File: src/rtl/shift_counter_gen.sv
// Parametrised Johnson / one-hot ring shift counter with enable, direction, parallel load,
// illegal-state self-correction, combinational phase decode and a registered wrap pulse.
module shift_counter_gen #(
    parameter int unsigned WIDTH = 8,
    parameter int unsigned MODE  = 0,
    localparam int unsigned N    = (MODE != 0) ? WIDTH : 2 * WIDTH,
    localparam int unsigned PW   = $clog2(2 * WIDTH)
) (
    input  logic             clk,
    input  logic             reset,
    input  logic             en,
    input  logic             dir,
    input  logic             load,
    input  logic [WIDTH-1:0] load_val,
    output logic [WIDTH-1:0] out,
    output logic [PW-1:0]    phase,
    output logic             tc,
    output logic             illegal
);

    localparam logic [WIDTH-1:0] RST = (MODE != 0) ? WIDTH'(1) : '0;

    logic [WIDTH-1:0] out_q, out_d;
    logic             tc_q, tc_d;
    logic             illegal_q, illegal_d;
    logic [WIDTH-1:0] step_fwd, step_rev;
    logic             cur_legal, load_legal;

    // Johnson codes have at most one 0/1 boundary between adjacent bits.
    function automatic logic is_legal(input logic [WIDTH-1:0] v);
        int unsigned edges;
        edges = 0;
        if (MODE != 0) begin
            return $onehot(v);
        end
        for (int unsigned i = 0; i < WIDTH - 1; i++) begin
            if (v[i] != v[i+1]) edges++;
        end
        return (edges <= 1);
    endfunction

    function automatic logic [PW-1:0] phase_of(input logic [WIDTH-1:0] v);
        int unsigned idx;
        int unsigned ones;
        idx  = 0;
        ones = 0;
        if (!is_legal(v)) begin
            return '0;
        end
        if (MODE != 0) begin
            for (int unsigned i = 0; i < WIDTH; i++) begin
                if (v[i]) idx = i;
            end
        end else begin
            for (int unsigned i = 0; i < WIDTH; i++) begin
                if (v[i]) ones++;
            end
            // Upper half of the sequence: W + (number of low zeros) = 2W - ones.
            idx = v[WIDTH-1] ? (2 * WIDTH - ones) : ones;
        end
        return PW'(idx);
    endfunction

    always_comb begin
        if (MODE != 0) begin
            step_fwd = {out_q[WIDTH-2:0], out_q[WIDTH-1]};
            step_rev = {out_q[0], out_q[WIDTH-1:1]};
        end else begin
            step_fwd = {out_q[WIDTH-2:0], ~out_q[WIDTH-1]};
            step_rev = {~out_q[0], out_q[WIDTH-1:1]};
        end
    end

    assign cur_legal  = is_legal(out_q);
    assign load_legal = is_legal(load_val);
    assign phase      = phase_of(out_q);

    always_comb begin
        out_d     = out_q;
        tc_d      = 1'b0;
        illegal_d = 1'b0;
        if (load) begin
            if (load_legal) begin
                out_d = load_val;
            end else begin
                out_d     = RST;
                illegal_d = 1'b1;
            end
        end else if (en) begin
            if (cur_legal) begin
                out_d = dir ? step_rev : step_fwd;
                tc_d  = dir ? (phase == '0) : (phase == PW'(N - 1));
            end else begin
                out_d     = RST;
                illegal_d = 1'b1;
            end
        end
    end

    always_ff @(posedge clk) begin
        if (reset) begin
            out_q     <= RST;
            tc_q      <= 1'b0;
            illegal_q <= 1'b0;
        end else begin
            out_q     <= out_d;
            tc_q      <= tc_d;
            illegal_q <= illegal_d;
        end
    end

    assign out     = out_q;
    assign tc      = tc_q;
    assign illegal = illegal_q;

endmodule

File: config.mk
export PLATFORM = sky130hd
export DESIGN_NAME = shift_counter_gen
export DESIGN_NICKNAME = d
export VERILOG_FILES = /design/src/rtl/shift_counter_gen.sv
export SDC_FILE = /design/constraint.sdc
export NUM_CORES = 1
export LEC_CHECK = 0
export ABC_AREA = 1
export CORE_MARGIN = 2
export CORE_UTILIZATION = 35
export CTS_CLUSTER_DIAMETER = 60
export CTS_CLUSTER_SIZE = 16
export DETAILED_ROUTE_END_ITERATION = 6
export SLEW_MARGIN = 20
export SYNTH_ARGS = -nofsm -noshare
export SYNTH_HDL_FRONTEND = slang
export SYNTH_SLANG_ARGS = --single-unit
File: constraint.sdc
create_clock -name clk -period 13.2 [get_ports clk]
set_input_delay 3.96 -clock clk [delete_from_list [all_inputs] [get_ports clk]]
set_output_delay 3.96 -clock clk [all_outputs]
set_load 0.005 [all_outputs]
Word level (Yosys, flattened, before mapping)
Cells that the tools add are included.

Output and inout port bits: 14. Register bits: 10. Logic and storage cells: 89.

Equality and inequality tests: 15. Reductions and logical operators: 3. Bitwise logic cells: 4. Multiplexer cells: 42. $add $sub $neg: 20. Magnitude comparators: 2.

Operators by type and width (count): adder 32 x 1 -> 32 bit, second input constant (12); two-way mux 32 bit (12); two-way mux 4 bit (17); <= comparator 32 x 1 -> 1 bit, second input constant (2); two-way mux 8 bit (5); adder 4 x 1 -> 4 bit, second input constant (7); inequality test 1 bit (14); two-way mux 1 bit (8); == test 4 bit, second input constant (1); logical NOT 4 bit (1); NOT 1 bit (4); OR reduction 4 bit (1); subtractor 1 x 4 -> 4 bit, first input constant (1); nonzero test 2 bit (1).

Depth between registers and ports, before layout
Gate-level depths: netlist of run 1.

Depth in word-level cells: 42. Mapped depth: 31. Gate-level depth less buffers: 31.

Worst setup path after synthesis of run 1
OpenSTA, ideal clock, no wires.

Path type: register to output. Start: register out_q[1] (netlist: out[1]). End: output phase[0]. Data arrival time: 3790 ps. Stages on the path, launching flop included: 27. Slack: 5450 ps. Cell sequence: dfxtp_1 > inv_1 > ha_1 > ha_1 > inv_1 > nand3_1 > nand2_1 > ha_1 > or2_1 > nand2_1 > inv_1 > ha_1 > nand2_1 > nand2_1 > ha_1 > nand2_1 > nand2_1 > ha_1 > nand2_1 > nor2_1 > nand3_1 > nand3_1 > nor2_1 > nand2_1 > nor2_4 > inv_4 > nor2_1.

Cells in the longest elaborated chain, start to end: 23. Elaborated cells between the ends (all ways): 39.

Ends and longest elaborated chain: from (decl) (line 23) `logic [WIDTH-1:0] out_q, out_d;`; from (signal assigned) (line 106) `out_q <= out_d;`; branches (longest 22 deep; another with adder 32 x 1 -> 32 bit); two-way mux 4 bit (*) (line 50) `if (MODE != 0) begin`; to (decl) (line 16) `output logic [PW-1:0] phase,`.

Mark *: on every way between the ends. The select of a mux whose other input is x is not followed.

Final worst setup path of run 1
Start: register out_q[1] (netlist: out[1]). End: output phase[1].

Same word-level chain as after synthesis.

==> flow_summary.html, run 1 <==
<table>
<tr><th>Metric</th><th>Value</th></tr>
<tr><th colspan="2">Setup path</th></tr>
<tr><td>R2R Path End</td><td>tc$_SDFF_PP0_</td></tr>
<tr><td>Worst Setup End Kind</td><td>output port</td></tr>
<tr><td>CP startpoint kind</td><td>register</td></tr>
<tr><td>Worst Reg-to-Reg Cells</td><td>29</td></tr>
<tr><td>Largest driver fanout on the critical path</td><td>10</td></tr>
<tr><td>Worst reg2reg setup slack</td><td>8670 ps</td></tr>
<tr><td>Crit Reg-Reg Startpoint</td><td>out[1]$_SDFFE_PP0P_</td></tr>
<tr><td>WS Path Type</td><td>register to output port</td></tr>
<tr><td>Critical path arrival</td><td>4980 ps</td></tr>
<tr><td>Required time reported for the critical path endpoint</td><td>9240 ps</td></tr>
<tr><th colspan="2">Route</th></tr>
<tr><td>Antenna violation net count after detailed routing</td><td>0</td></tr>
<tr><td>Routed wire per std cell</td><td>10.9 um</td></tr>
<tr><td>Routed WL</td><td>5760 um</td></tr>
<tr><td>Remaining DRCs</td><td>0</td></tr>
<tr><td>Via density</td><td>4.85</td></tr>
<tr><td>Vias</td><td>2571</td></tr>
<tr><td>Number of DRC markers in iteration 0</td><td>85</td></tr>
<tr><td>1st-pass router iterations</td><td>4</td></tr>
<tr><th colspan="2">Timing</th></tr>
<tr><td>Shortest period the worst path allows</td><td>8940 ps</td></tr>
<tr><td>Tightest Pin Transition</td><td>618 ps</td></tr>
<tr><td>Hold slack final</td><td>659 ps</td></tr>
<tr><td>Final worst setup slack</td><td>4260 ps</td></tr>
<tr><td>Final hold viol count</td><td>0</td></tr>
<tr><td>RSZ-0062 raised after global routing</td><td>no</td></tr>
<tr><td>Achievable frequency</td><td>112 MHz</td></tr>
<tr><td>Clk_skew</td><td>9.51 ps</td></tr>
<tr><td>Normalized max-slew margin</td><td>58.7%</td></tr>
<tr><td>Number of setup violations in the final report</td><td>0</td></tr>
<tr><td>Pins Over Slew Limit</td><td>0</td></tr>
<tr><td>Setup_tns</td><td>0 ps</td></tr>
<tr><td>Final worst-path cycle share</td><td>67.7%</td></tr>
<tr><th colspan="2">Hold path</th></tr>
<tr><td>Hold Crit Class</td><td>register to register</td></tr>
<tr><td>End point of the most critical hold path</td><td>out[1]$_SDFFE_PP0P_</td></tr>
<tr><td>Worst hold path startpoint</td><td>out[1]$_SDFFE_PP0P_</td></tr>
<tr><td>Hold path depth</td><td>4</td></tr>
<tr><th colspan="2">Clock tree</th></tr>
<tr><td>Number of H-tree branching levels</td><td>1</td></tr>
<tr><td>Buffer count from post-CTS setup fixing</td><td>0</td></tr>
<tr><td>Clock slew at the register clock pins of the worst setup and hold paths</td><td>50 ps</td></tr>
<tr><td>TritonCTS clock tree</td><td>done</td></tr>
<tr><td>TritonCTS sink count</td><td>10</td></tr>
<tr><td>Buffer type at the clock tree root</td><td>clkbuf_8</td></tr>
<tr><td>Deepest clock path buffer count</td><td>2</td></tr>
<tr><td>Clk_lat worst skew</td><td>240 ps</td></tr>
<tr><td>Number of buffers inserted by hold repair at cts</td><td>0</td></tr>
<tr><td>Clock buffer count from CTS</td><td>3</td></tr>
<tr><td>Post-CTS Resized</td><td>0</td></tr>
<tr><th colspan="2">Cells and area</th></tr>
<tr><td>Final antenna diode count</td><td>0</td></tr>
<tr><td>Total of fill cells in the finished design</td><td>710</td></tr>
<tr><td>Storage cell area</td><td>200 um^2</td></tr>
<tr><td>Share of post-route cells with drive strength above 1</td><td>5.74%</td></tr>
<tr><td>Multi-input logic area</td><td>0.00171 mm^2</td></tr>
<tr><td>Final std cells w/o fill</td><td>530</td></tr>
<tr><td>Commonest non-fill, non-tap cells in the layout</td><td>161 x nand2_1, 72 x inv_1, 58 x nand3_1</td></tr>
<tr><td>Final nets</td><td>486</td></tr>
<tr><td>Most common cell after layout, fill and taps aside</td><td>nand2_1</td></tr>
<tr><td>Area grow syn2layout</td><td>16.7%</td></tr>
<tr><th colspan="2">Global routing</th></tr>
<tr><td>Largest net degree at the start of global routing</td><td>19</td></tr>
<tr><td>Wire length of the first global-routing pass</td><td>10300 um</td></tr>
<tr><td>Vias in the first global route</td><td>2467</td></tr>
<tr><td>Gr usage total</td><td>16.9%</td></tr>
<tr><td>Final global-route overflow total</td><td>0</td></tr>
<tr><td>Initial antenna violation count</td><td>0</td></tr>
<tr><th colspan="2">Synthesis</th></tr>
<tr><td>Number of warning messages in the yosys log</td><td>0</td></tr>
<tr><td>Number of storage elements in the synthesis netlist</td><td>10</td></tr>
<tr><td>Number of distinct library cells after synthesis</td><td>35</td></tr>
<tr><td>Avg Synthesized Cell Area</td><td>5.23 um^2</td></tr>
<tr><td>Largest cells by area after synthesis</td><td>nand2_1 27%, nand3_1 13%, inv_1 12%</td></tr>
<tr><td>Biggest area consumer among synthesized cells</td><td>nand2_1</td></tr>
<tr><td>Number of synthesized flops with an enable pin</td><td>0</td></tr>
<tr><td>Fraction of synthesized cell area taken by the top area cell type</td><td>26.9%</td></tr>
<tr><td>Synthesized instance count</td><td>430</td></tr>
<tr><td>Netlist Area Pre-Place</td><td>0.00225 mm^2</td></tr>
<tr><td>Share of synthesized flip-flops with an asynchronous set or reset</td><td>0%</td></tr>
<tr><td>Total nets after synthesis</td><td>462</td></tr>
<tr><td>Sequential area share after synthesis</td><td>8.91%</td></tr>
<tr><td>Predominant post-synthesis flop cell</td><td>dfxtp_1</td></tr>
<tr><th colspan="2">Power and ir drop</th></tr>
<tr><td>Sw frac</td><td>54.9%</td></tr>
<tr><td>Static leakage</td><td>1.54 nW</td></tr>
<tr><td>Power share of the clock group</td><td>9.3%</td></tr>
<tr><td>Total power after layout</td><td>0.000432 W</td></tr>
<tr><td>Power Dens Cells</td><td>165 mW/mm^2</td></tr>
<tr><td>Combinational share of power</td><td>80.0%</td></tr>
<tr><td>Flop pwr share</td><td>10.7%</td></tr>
<tr><td>Maximum ir drop on the vdd rail</td><td>0.000121 V</td></tr>
<tr><td>Net switching power figure</td><td>0.000238 W</td></tr>
<tr><td>Internal cell power</td><td>0.000195 W</td></tr>
<tr><th colspan="2">Placed design</th></tr>
<tr><td>Post-placement setup slack</td><td>4500 ps</td></tr>
<tr><td>GP Congestion</td><td>0.800</td></tr>
<tr><td>I/O Buffers</td><td>26</td></tr>
<tr><td>Number of placed instances, taps included</td><td>526</td></tr>
<tr><td>Sum of net half-perimeters after detailed placement</td><td>4790 um</td></tr>
<tr><th colspan="2">Die</th></tr>
<tr><td>Number of I/O pins</td><td>27</td></tr>
<tr><td>DIE WIDTH</td><td>84.1 um</td></tr>
<tr><td>Row count</td><td>29</td></tr>
<tr><td>Initial core utilization</td><td>35.8%</td></tr>
<tr><td>Die height</td><td>84.1 um</td></tr>
<tr><td>Die outline area</td><td>0.00708 mm^2</td></tr>
<tr><td>Core Region</td><td>0.00628 mm^2</td></tr>
<tr><th colspan="2">Outcome</th></tr>
<tr><td>Outcome</td><td>completed</td></tr>
<tr><th colspan="2">Run</th></tr>
<tr><td>Number of maximum-capacitance constraint violations</td><td>0</td></tr>
</table>
[through the flow]
step                      area (um^2)  utilization (%)
after floorplan                  2250                -
after global placement           2570             40.9
after detailed placement         2570             40.9
after CTS                        2620             41.8
after global routing             2620             41.8
final                            2620             41.8
[sequential cells by signal, summed over array words and instances (netlist names)]
name and flops:
tc 1, out 8, illegal 1
[kinds of logic (layout without fill, tap and decap cells)]
| group | after synthesis | in the layout | synth area share [%] |
|---|---|---|---|
| AO/OA/AOI/OAI | 28 | 28 | 6.74 |
| buffers and inverters | 85 | 108 | 14.9 |
| XOR/XNOR | 6 | 6 | 2.34 |
| flip-flops | 10 | 10 | 8.91 |
| AND/OR/NAND/NOR | 282 | 282 | 56.6 |
| adder cells (fa/ha/maj) | 19 | 19 | 10.6 |
[critical path, stage by stage, from the launching register on]
cell and delay (ps):
dfxtp_1 430, inv_1 90, ha_1 340, ha_1 380
inv_1 70, nand3_1 130, nand2_1 70, ha_1 300
or2_1 240, nand2_1 90, inv_1 40, ha_1 280
nand2_1 70, nand2_1 80, ha_1 280, nand2_1 90
nand2_1 80, ha_1 180, nand2_1 80, nor2_1 50
nand3_1 80, nand3_1 60, nor2_1 110, nand2_1 90
nor2_4 290, inv_4 110, nor2_1 120, clkdlybuf4s50_1 520
[synthesized netlist by cell type (all sizes together) (2+ instances only)]
cell type / n
inv: 77
nor3: 2
buf: 4
dfxtp: 10
ha: 19
nand3: 59
a21oi: 16
nor2: 31
nand3b: 4
nand2: 166
clkbuf: 3
o21ai: 9
nand4: 12
xor2: 2
xnor2: 4
or2: 7
[cell type report]
class | count | area share [%]
sequential | 10 | 7.63
inverter | 78 | 11.4
timing repair buffer | 26 | 9.92
clock buffer | 4 | 2.10
multi-input combinational | 335 | 65.3
tap | 77 | 3.67
[worst max-delay path by stage]
stage / slack (ps) / start / to
5_1_grt: 3840 / out[1]$_SDFFE_PP0P_ / phase[1]
3_3_place_gp: 4590 / out[0]$_SDFFE_PP0P_ / phase[1]
4_1_cts: 4230 / out[1]$_SDFFE_PP0P_ / phase[1]
6_report: 4260 / out[1]$_SDFFE_PP0P_ / phase[1]
2_1_floorplan: 5450 / out[1]$_SDFFE_PP0P_ / phase[0]
3_5_place_dp: 4500 / out[1]$_SDFFE_PP0P_ / phase[1]
[metal layers]
metal / track usage, % / wire length, um
met1: 22.2 / 2890
met2: 29.8 / 2740
met3: 1.09 / 100
met4: 4.69 / 34
met5: 0 / 0
[power by group through the flow]
stage | registers [W] | logic (W) | clock network [W]
after floorplan | 0.0000414 | 0.000259 | 0
after global placement | 0.0000471 | 0.000340 | 0
after detailed placement | 0.0000470 | 0.000347 | 0
after CTS | 0.0000465 | 0.000349 | 0.0000399
after global routing | 0.0000478 | 0.000400 | 0.0000417
final | 0.0000464 | 0.000346 | 0.0000401
Power figures use the tool's default switching activity.
==> run 2: changes to the inputs <==
==> constraint.sdc (replaced) <==
create_clock -name clk -period 7.39 [get_ports clk]
set_input_delay 2.217 -clock clk [delete_from_list [all_inputs] [get_ports clk]]
set_output_delay 2.217 -clock clk [all_outputs]
set_load 0.005 [all_outputs]
==> flow_summary.html, run 2 (same netlist as run 1, synthesis figures left out) <==
<table>
<tr><th>Metric</th><th>Value</th></tr>
<tr><th colspan="2">Placed design</th></tr>
<tr><td>I/O Buffers</td><td>26</td></tr>
<tr><td>GP Congestion</td><td>0.797</td></tr>
<tr><td>Number of placed instances, taps included</td><td>527</td></tr>
<tr><td>Sum of net half-perimeters after detailed placement</td><td>4570 um</td></tr>
<tr><td>Post-placement setup slack</td><td>575 ps</td></tr>
<tr><th colspan="2">Clock tree</th></tr>
<tr><td>Clock buffer count from CTS</td><td>3</td></tr>
<tr><td>Number of H-tree branching levels</td><td>1</td></tr>
<tr><td>Buffer type at the clock tree root</td><td>clkbuf_8</td></tr>
<tr><td>Clock slew at the register clock pins of the worst setup and hold paths</td><td>50 ps</td></tr>
<tr><td>TritonCTS sink count</td><td>10</td></tr>
<tr><td>Clk_lat worst skew</td><td>240 ps</td></tr>
<tr><td>Number of buffers inserted by hold repair at cts</td><td>0</td></tr>
<tr><td>TritonCTS clock tree</td><td>done</td></tr>
<tr><td>Deepest clock path buffer count</td><td>2</td></tr>
<tr><th colspan="2">Power and ir drop</th></tr>
<tr><td>Total power after layout</td><td>0.000772 W</td></tr>
<tr><td>Internal cell power</td><td>0.000358 W</td></tr>
<tr><td>Flop pwr share</td><td>10.5%</td></tr>
<tr><td>Power Dens Cells</td><td>292 mW/mm^2</td></tr>
<tr><td>Power share of the clock group</td><td>9.0%</td></tr>
<tr><td>Maximum ir drop on the vdd rail</td><td>0.000168 V</td></tr>
<tr><td>Net switching power figure</td><td>0.000414 W</td></tr>
<tr><td>Sw frac</td><td>53.7%</td></tr>
<tr><td>Static leakage</td><td>1.54 nW</td></tr>
<tr><td>Combinational share of power</td><td>80.5%</td></tr>
<tr><th colspan="2">Global routing</th></tr>
<tr><td>Gr usage total</td><td>16.4%</td></tr>
<tr><td>Wire length of the first global-routing pass</td><td>10000 um</td></tr>
<tr><td>Final global-route overflow total</td><td>0</td></tr>
<tr><td>Largest net degree at the start of global routing</td><td>19</td></tr>
<tr><td>Vias in the first global route</td><td>2404</td></tr>
<tr><td>Initial antenna violation count</td><td>0</td></tr>
<tr><th colspan="2">Outcome</th></tr>
<tr><td>Outcome</td><td>completed</td></tr>
<tr><th colspan="2">Timing</th></tr>
<tr><td>Tightest Pin Transition</td><td>609 ps</td></tr>
<tr><td>Hold slack final</td><td>623 ps</td></tr>
<tr><td>Number of setup violations in the final report</td><td>0</td></tr>
<tr><td>Achievable frequency</td><td>144 MHz</td></tr>
<tr><td>Final worst-path cycle share</td><td>93.9%</td></tr>
<tr><td>Final hold viol count</td><td>0</td></tr>
<tr><td>Pins Over Slew Limit</td><td>0</td></tr>
<tr><td>Shortest period the worst path allows</td><td>6940 ps</td></tr>
<tr><td>Setup_tns</td><td>0 ps</td></tr>
<tr><td>RSZ-0062 raised after global routing</td><td>no</td></tr>
<tr><td>Normalized max-slew margin</td><td>59.3%</td></tr>
<tr><td>Final worst setup slack</td><td>449 ps</td></tr>
<tr><td>Clk_skew</td><td>4.54 ps</td></tr>
<tr><th colspan="2">Setup path</th></tr>
<tr><td>CP startpoint kind</td><td>register</td></tr>
<tr><td>Critical path arrival</td><td>4720 ps</td></tr>
<tr><td>Largest driver fanout on the critical path</td><td>5</td></tr>
<tr><td>Required time reported for the critical path endpoint</td><td>5170 ps</td></tr>
<tr><td>Worst Setup End Kind</td><td>output port</td></tr>
<tr><td>WS Path Type</td><td>register to output port</td></tr>
<tr><th colspan="2">Die</th></tr>
<tr><td>Row count</td><td>29</td></tr>
<tr><td>Core Region</td><td>0.00628 mm^2</td></tr>
<tr><td>Die outline area</td><td>0.00708 mm^2</td></tr>
<tr><td>Initial core utilization</td><td>35.8%</td></tr>
<tr><td>Die height</td><td>84.1 um</td></tr>
<tr><td>DIE WIDTH</td><td>84.1 um</td></tr>
<tr><td>Number of I/O pins</td><td>27</td></tr>
<tr><th colspan="2">Hold path</th></tr>
<tr><td>Hold Crit Class</td><td>register to register</td></tr>
<tr><th colspan="2">Cells and area</th></tr>
<tr><td>Share of post-route cells with drive strength above 1</td><td>6.81%</td></tr>
<tr><td>Final std cells w/o fill</td><td>532</td></tr>
<tr><td>Final nets</td><td>488</td></tr>
<tr><td>Final antenna diode count</td><td>0</td></tr>
<tr><td>Most common cell after layout, fill and taps aside</td><td>nand2_1</td></tr>
<tr><td>Total of fill cells in the finished design</td><td>725</td></tr>
<tr><td>Flip-flop count of the largest register, all copies and words added</td><td>8</td></tr>
<tr><td>Area grow syn2layout</td><td>17.5%</td></tr>
<tr><td>Commonest non-fill, non-tap cells in the layout</td><td>161 x nand2_1, 71 x inv_1, 58 x nand3_1</td></tr>
<tr><th colspan="2">Route</th></tr>
<tr><td>Routed wire per std cell</td><td>10.3 um</td></tr>
<tr><td>Number of DRC markers in iteration 0</td><td>124</td></tr>
<tr><td>Remaining DRCs</td><td>0</td></tr>
<tr><td>Antenna violation net count after detailed routing</td><td>0</td></tr>
<tr><td>Routed WL</td><td>5460 um</td></tr>
<tr><td>1st-pass router iterations</td><td>4</td></tr>
<tr><td>Vias</td><td>2540</td></tr>
<tr><td>Via density</td><td>4.77</td></tr>
<tr><th colspan="2">Run</th></tr>
<tr><td>Number of maximum-capacitance constraint violations</td><td>0</td></tr>
</table>
run 2: path summary, 6_finish.rpt:
kind	start	to	slack (ps)	depth (start not counted)
setup / recovery	out[0]$_SDFFE_PP0P_	phase[3]	450	26
setup reg to reg	out[0]$_SDFFE_PP0P_	out[3]$_SDFFE_PP0P_	3110	29
hold / removal	out[1]$_SDFFE_PP0P_	out[1]$_SDFFE_PP0P_	620	4
hold reg to reg	out[1]$_SDFFE_PP0P_	out[1]$_SDFFE_PP0P_	620	4
run 2: per-stage QoR:
stage | utilization (%) | instance area, um^2
final | 42.1 | 2640
after global routing | 42.1 | 2640
after CTS | 41.9 | 2630
after detailed placement | 41.0 | 2570
after global placement | 41.0 | 2570
after floorplan | - | 2250
run 2: timing repair:
item	in CTS	in global routing
setup buffers	0	1
gates resized for setup	0	3
endpoints found under the setup margin	0	4
run 2: cell type report:
cell class	count	area (um^2)	share of cell area [%]
tap	77	96.3	3.65
sequential	10	201	7.63
inverter	78	298	11.3
clock buffer	4	55.1	2.08
timing repair buffer	28	275	10.4
multi-input combinational	335	1720	64.9
run 2: worst max-delay path: stages (launching register included):
cell             delay (ps)
dfxtp_1                 380
inv_1                   100
ha_2                    380
nand2_1                 100
nand2_1                 100
inv_1                    50
ha_1                    260
nand2_1                  80
nand2_1                  80
ha_1                    280
or2_2                   300
nand2_1                 120
inv_1                    50
ha_1                    290
nand2_1                  70
nand2_1                  90
ha_1                    300
nand2_1                  60
nand2_1                 110
ha_1                    230
nand3b_1                150
nand2_1                  70
nand2_1                  70
nand4_1                 110
nand3_1                 100
inv_1                    60
clkdlybuf4s50_1         490
run 2: metal layers:
| layer | up-vias | part of all wire, % | global-route usage [%] |
|---|---|---|---|
| li1 | 1396 | - | - |
| met1 | 1115 | 49 | 20.8 |
| met2 | 23 | 48 | 30.2 |
| met3 | 6 | 1.7 | 0.890 |
| met4 | 0 | 1.5 | 4.11 |
| met5 | - | 0 | 0 |
run 2: power groups by stage:
stage | logic (W) | clock network (W) | registers (W)
3_5_place_dp | 0.000613 | 0 | 0.0000820
2_1_floorplan | 0.000463 | 0 | 0.0000740
6_report | 0.000622 | 0.0000695 | 0.0000808
5_1_grt | 0.000732 | 0.0000731 | 0.0000832
4_1_cts | 0.000617 | 0.0000707 | 0.0000812
3_3_place_gp | 0.000605 | 0 | 0.0000819
